`src/rtl/approx_err_monitor.sv`:
```
`default_nettype none
// ============================================================================
// approx_err_monitor: error statistics (mismatches, ED sum, max ED) for approximate adders.
// Optional APPROX_ERR_MON_CARRY_EN compares {carry, sum}. Revision: 1.0
// ============================================================================
module approx_err_monitor #(
  parameter int N     = 16,
  parameter int CW    = 24,
  parameter int ACC_W = 40
) (
  input  logic             clk,
  input  logic             rst_n,
  input  logic             start,
  input  logic [CW-1:0]    num_samples,
  input  logic             in_valid,
  output logic             in_ready,
  input  logic [N-1:0]     op_a,
  input  logic [N-1:0]     op_b,
  input  logic [N-1:0]     approx_sum,
  input  logic             approx_co,
  output logic             busy,
  output logic             done,
  output logic [CW-1:0]    err_count,
  output logic [ACC_W-1:0] sum_ed,
`ifdef APPROX_ERR_MON_CARRY_EN
  output logic [N:0]       max_ed,
`else
  output logic [N-1:0]     max_ed,
`endif
  output logic [CW-1:0]    sample_count
);

`ifdef APPROX_ERR_MON_CARRY_EN
  localparam int EW = N + 1;
`else
  localparam int EW = N;
`endif

  typedef enum logic [1:0] {
    S_IDLE  = 2'd0,
    S_RUN   = 2'd1,
    S_DRAIN = 2'd2,
    S_DONE  = 2'd3
  } state_t;

  state_t            state_q, state_d;
  logic [CW-1:0]     target_q, target_d;
  logic [CW-1:0]     sample_count_q, sample_count_d;
  logic              s1_valid_q, s1_valid_d;
  logic [EW-1:0]     s1_ed_q, s1_ed_d;
  logic              s1_mis_q, s1_mis_d;
  logic [CW-1:0]     err_count_q, err_count_d;
  logic [ACC_W-1:0]  sum_ed_q, sum_ed_d;
  logic [EW-1:0]     max_ed_q, max_ed_d;

  logic [N:0]        exact_full;
  logic [EW-1:0]     exact_cmp;
  logic [EW-1:0]     approx_cmp;
  logic [EW-1:0]     ed_now;
  logic              mis_now;
  logic [ACC_W:0]    sum_ext;
  logic [CW-1:0]     sample_inc;
  logic              accept;

  assign exact_full = {1'b0, op_a} + {1'b0, op_b};

`ifdef APPROX_ERR_MON_CARRY_EN
  assign exact_cmp  = exact_full;
  assign approx_cmp = {approx_co, approx_sum};
`else
  // Carry information plays no part in the N-bit comparison.
  logic [1:0] unused_carry;
  assign unused_carry = {approx_co, exact_full[N]};
  assign exact_cmp    = exact_full[N-1:0];
  assign approx_cmp   = approx_sum;
`endif

  // Plain magnitude distance, deliberately not the modular (wrap-around) one.
  assign ed_now  = (approx_cmp >= exact_cmp) ? (approx_cmp - exact_cmp)
                                             : (exact_cmp - approx_cmp);
  assign mis_now = (approx_cmp != exact_cmp);

  assign accept     = (state_q == S_RUN) && in_valid;
  assign sample_inc = sample_count_q + {{(CW-1){1'b0}}, 1'b1};
  assign sum_ext    = {1'b0, sum_ed_q} + {{(ACC_W+1-EW){1'b0}}, s1_ed_q};

  always_comb begin
    state_d        = state_q;
    target_d       = target_q;
    sample_count_d = sample_count_q;
    s1_valid_d     = accept;
    s1_ed_d        = s1_ed_q;
    s1_mis_d       = s1_mis_q;
    err_count_d    = err_count_q;
    sum_ed_d       = sum_ed_q;
    max_ed_d       = max_ed_q;

    if (accept) begin
      s1_ed_d  = ed_now;
      s1_mis_d = mis_now;
    end

    if (s1_valid_q) begin
      err_count_d = err_count_q + {{(CW-1){1'b0}}, s1_mis_q};
      sum_ed_d    = sum_ext[ACC_W] ? {ACC_W{1'b1}} : sum_ext[ACC_W-1:0];
      if (s1_ed_q > max_ed_q) begin
        max_ed_d = s1_ed_q;
      end
    end

    case (state_q)
      S_IDLE, S_DONE: begin
        if (start) begin
          sample_count_d = '0;
          err_count_d    = '0;
          sum_ed_d       = '0;
          max_ed_d       = '0;
          s1_ed_d        = '0;
          s1_mis_d       = 1'b0;
          if (num_samples != '0) begin
            target_d = num_samples;
            state_d  = S_RUN;
          end else begin
            state_d  = S_DONE;
          end
        end
      end
      S_RUN: begin
        if (accept) begin
          sample_count_d = sample_inc;
          if (sample_inc == target_q) begin
            state_d = S_DRAIN;
          end
        end
      end
      S_DRAIN: begin
        state_d = S_DONE;
      end
      default: begin
        state_d = S_IDLE;
      end
    endcase
  end

  always_ff @(posedge clk or negedge rst_n) begin
    if (!rst_n) begin
      state_q        <= S_IDLE;
      target_q       <= '0;
      sample_count_q <= '0;
      s1_valid_q     <= 1'b0;
      s1_ed_q        <= '0;
      s1_mis_q       <= 1'b0;
      err_count_q    <= '0;
      sum_ed_q       <= '0;
      max_ed_q       <= '0;
    end else begin
      state_q        <= state_d;
      target_q       <= target_d;
      sample_count_q <= sample_count_d;
      s1_valid_q     <= s1_valid_d;
      s1_ed_q        <= s1_ed_d;
      s1_mis_q       <= s1_mis_d;
      err_count_q    <= err_count_d;
      sum_ed_q       <= sum_ed_d;
      max_ed_q       <= max_ed_d;
    end
  end

  assign in_ready     = (state_q == S_RUN);
  assign busy         = (state_q == S_RUN) || (state_q == S_DRAIN);
  assign done         = (state_q == S_DONE);
  assign err_count    = err_count_q;
  assign sum_ed       = sum_ed_q;
  assign max_ed       = max_ed_q;
  assign sample_count = sample_count_q;

endmodule
`default_nettype wire
```
`config.mk`:
```
export PLATFORM = sky130hd
export DESIGN_NAME = approx_err_monitor
export DESIGN_NICKNAME = d
export VERILOG_FILES = /design/src/rtl/approx_err_monitor.sv
export SDC_FILE = /design/constraint.sdc
export NUM_CORES = 1
export LEC_CHECK = 0
export ABC_AREA = 0
export BUFFER_PORTS_ARGS = -buffer_cell sky130_fd_sc_hd__clkbuf_2
export CAP_MARGIN = 20
export CORE_MARGIN = 3
export CORE_UTILIZATION = 58
export DETAILED_ROUTE_END_ITERATION = 10
export GPL_TIMING_DRIVEN = 0
export HOLD_SLACK_MARGIN = 0.1
export PLACE_DENSITY = 0.79
export SYNTH_ARGS = -nofsm -noshare
export SYNTH_HDL_FRONTEND = slang
export SYNTH_SLANG_ARGS = --single-unit
```
`constraint.sdc`:
```
create_clock -name clk -period 3.56 [get_ports clk]
set_input_delay 0.356 -clock clk [delete_from_list [all_inputs] [get_ports clk]]
set_output_delay 0.356 -clock clk [all_outputs]
set_load 0.005 [all_outputs]
```
==> flow_summary.toml <==
[clock_network]
cts.path.max_buffers = 2
clkLatencyLatePin_ns = 0.43
cts_made_buffers = 17
cts_tree = "built"
clk_pin_slew_ns = 0.06
cts_sinks = 148
cts-htree-levels = 4
cts-root-buf = "clkbuf_16"

[yosys]
ys_seq_elements = 148
netlist-cell-type-count = 75
synth_nets = 1383
synth_edf_count = 0
synthFlopType = "dfrtp_1"
postSynthAreaPerCell_um2 = 8.966
syn_inst = 1218
ys_seq_area_share_pct = 33.91
async_flop_share_pct = 100.0
yosys_warnings = 0
syn_area_um2 = 10920

[timing]
timing.final.ws_setup_ns = -0.6989
fin_crit_sh_pct = 119.6
worstMarginPinSlew_ns = 0.8235
fin_setup_tns_ns = -7.518
finalSetupViolations = 15
fin_crit_ns = 4.259
rsz0062_at_grt = "yes"
fmax_ghz = 0.2348
fin_skew_ns = 0.01224
slew_violations = 0
hold_viol_final = 0
relSlewSlack_pct = 45.10
hold-worst-slack_ns = 0.1808

[place]
port_buffers = 182
postPlaceCellArea_um2 = 12220
dpl.hpwl_um = 22030
gp_congestion = 0.9142

[die]
die_h_um = 143.2
coreArea_um2 = 18210
die_w_um = 143.2
row_count = 49
start_util_pct = 59.97
ios = 184
dieArea_um2 = 20510

[power_and_ir_drop]
irDropWorstVdd_mv = 0.5545
swShare_pct = 41.31
p_per_area_nw_per_um2 = 687.6
switching_power_mw = 3.801
clockPowerShare_pct = 21.8
p_seq_share_pct = 27.4
combPwrFrac_pct = 50.8
p_leak_nw = 6.348
p_int_mw = 5.401

[global_route]
antenna_found_initial = 0
grt_pass1_vias = 9776
track_usage_pct = 29.00
grt_max_degree = 92
grt_first_pass_wirelength_um = 48070
overflow = 0

[routing]
met1_length_um = 12980
routed_wl_um = 30320
top_layer_used = "met4"
wl_per_cell_um = 18.03
vias_per_cell = 6.078
vias = 10220
wl_met2_um = 14550
firstDrtPassIters = 5
drc = 0
antenna_left = 0
route.met3.wl_um = 2075
drtIter0Drc = 647

[flow_run]
cap_violations = 0

[worst_setup_path]
crit_end = "s1_ed_q[13]$_DFF_PN0_"
ff2ff_setup_slack_ns = 0.26
worst_ep_required_time_ns = 3.88
critPathArrivalTime_ns = 4.58
r2r_end = "sum_ed[9]$_DFF_PN0_"
cp_max_fo = 10
worstRegToRegCells = 12
crit_start = "op_a[1]"
reg2reg_from = "s1_ed_q[0]$_DFF_PN0_"
worst_setup_path_start_kind = "primary input"
cp-end-kind = "register"
crit_type = "primary input to register"

[layout]
layout-drive-gt1-share_pct = 24.85
layout.nets = 1605
final_common_cell = "clkbuf_2"
layout_common_cells = "clkbuf_2 (179), dfrtp_1 (148), nand2_1 (97)"
finalInstanceArea_um2 = 13380
syn_to_final_growth_pct = 22.54
antenna_cells = 0
fin_util_pct = 73.49

[run_status]
status = "finished, violations left"
violations = "negative setup slack"

[hold_path]
min_path_type = "primary input to register"
## critical path, cell delays in order
cell and delay [ns]:
buf_8 0.11, ha_4 0.24, a211oi_4 0.23, o211ai_1 0.15, a221o_1 0.35, nor4_2 0.20
nor3_2 0.10, a211o_1 0.31, xor2_1 0.17, ha_1 0.34, clkbuf_8 0.19, nand4_1 0.18
nor2_2 0.20, o211ai_1 0.18, nand3_2 0.20, buf_6 0.12, mux2_4 0.34, o2bb2ai_4 0.14
or3_4 0.40, o311ai_4 0.09
## worst min path at each step
stage                    startpoint                     endpoint  cells after the start
3_3_place_gp   sum_ed[37]$_DFF_PN0_         sum_ed[37]$_DFF_PN0_                      1
5_1_grt              num_samples[4]      target_q[4]$_DFFE_PN0P_                      2
6_report            num_samples[15]     target_q[15]$_DFFE_PN0P_                      2
4_1_cts             num_samples[10]     target_q[10]$_DFFE_PN0P_                      2
2_1_floorplan                 rst_n       err_count[0]$_DFF_PN0_                      0
3_5_place_dp                  rst_n  sample_count[8]$_DFFE_PN0P_                      1
## cell type report
class / count / area, µm²
Multi-Input combinational cell: 944 / 7076
Fill cell: 1380 / 4827
Sequential cell: 148 / 3704
Timing Repair Buffer: 204 / 1146
Clock buffer: 18 / 429.2
Tap cell: 229 / 286.5
Inverter: 73 / 274.0
Buffer: 52 / 241.5
Clock inverter: 14 / 225.2
## cells by family after synthesis
family | count (synthesis) | synth area share (%)
adder cells (fa/ha/maj) | 88 | 10.36
buffers and inverters | 126 | 4.503
multiplexers | 59 | 5.820
AO/OA/AOI/OAI | 312 | 19.62
AND/OR/NAND/NOR | 384 | 17.69
flip-flops | 148 | 33.91
XOR/XNOR | 101 | 8.100
## metal layers
| layer | track usage [%] | vias to the layer above |
|---|---|---|
| met5 | 0 | - |
| met2 | 48.84 | 410 |
| met4 | 9.217 | 0 |
| li1 | - | 4842 |
| met1 | 38.26 | 4921 |
| met3 | 5.023 | 51 |
## power by group through the flow
stage / logic [mW] / registers [mW] / clock network (mW)
final: 4.67 / 2.52 / 2.00
after global routing: 5.12 / 2.56 / 2.10
after CTS: 4.47 / 2.51 / 2.02
after detailed placement: 4.26 / 2.53 / 0
after global placement: 4.14 / 2.51 / 0
after floorplan: 3.14 / 2.39 / 0
## registers in the layout, summed over array words and instances, names as in the netlist, 2 cells and up
register	cells
max_ed	16
state_q	2
target_q	24
err_count	24
s1_ed_q	16
sample_count	24
sum_ed	40
## synthesized netlist by cell type (5+ instances only)
master    count  area [µm²]
dfrtp_1     148        3704
nand2_1      98       367.9
nor2_1       96       360.4
ha_1         84        1051
a21oi_1      76       380.4
inv_1        73       274.0
o21ai_0      69       345.3
xnor2_1      61       534.3
nand3_1      41       205.2
xor2_1       40       350.3
clkbuf_1     38       142.6
mux2_2       32       360.4
a21o_1       29       217.7
nor3_1       28       140.1
mux2i_1      26       260.3
and3_1       19       118.9
nand4_1      18       112.6
o31ai_1      18       135.1
a31oi_1      17       106.4
nand2b_1     16       100.1
o21a_1       16       120.1
o221a_2      16       180.2
nor4_1       14       87.58
a211oi_1     13       97.59
buf_2        12       60.06
and2_1       11       68.82
and4_1       11       96.34
or3_1         8       50.05
nor2b_1       6       37.54
a311oi_1      5       43.79
o211ai_1      5       37.54
## what timing repair did
action / 4_1_cts / 5_1_grt
hold endpoints to repair: 57 / 0
pin swaps: 23 / 14
cloned: 0 / 0
setup buffers: 13 / 7
setup endpoints to repair: 15 / 15
resized for setup: 38 / 33
hold buffers: 1 / 0
## per-stage QoR
stage / cells / power [mW] / worst slack, ns
2_1_floorplan: 1218 / 5.532 / -0.4908
3_3_place_gp: 1629 / 6.655 / -1.234
3_5_place_dp: 1630 / 6.786 / -1.324
4_1_cts: 1675 / 8.994 / -0.4996
5_1_grt: 1682 / 9.773 / -0.8331
6_report: 1682 / 9.202 / -0.6989
Power figures use the tool's default switching activity.
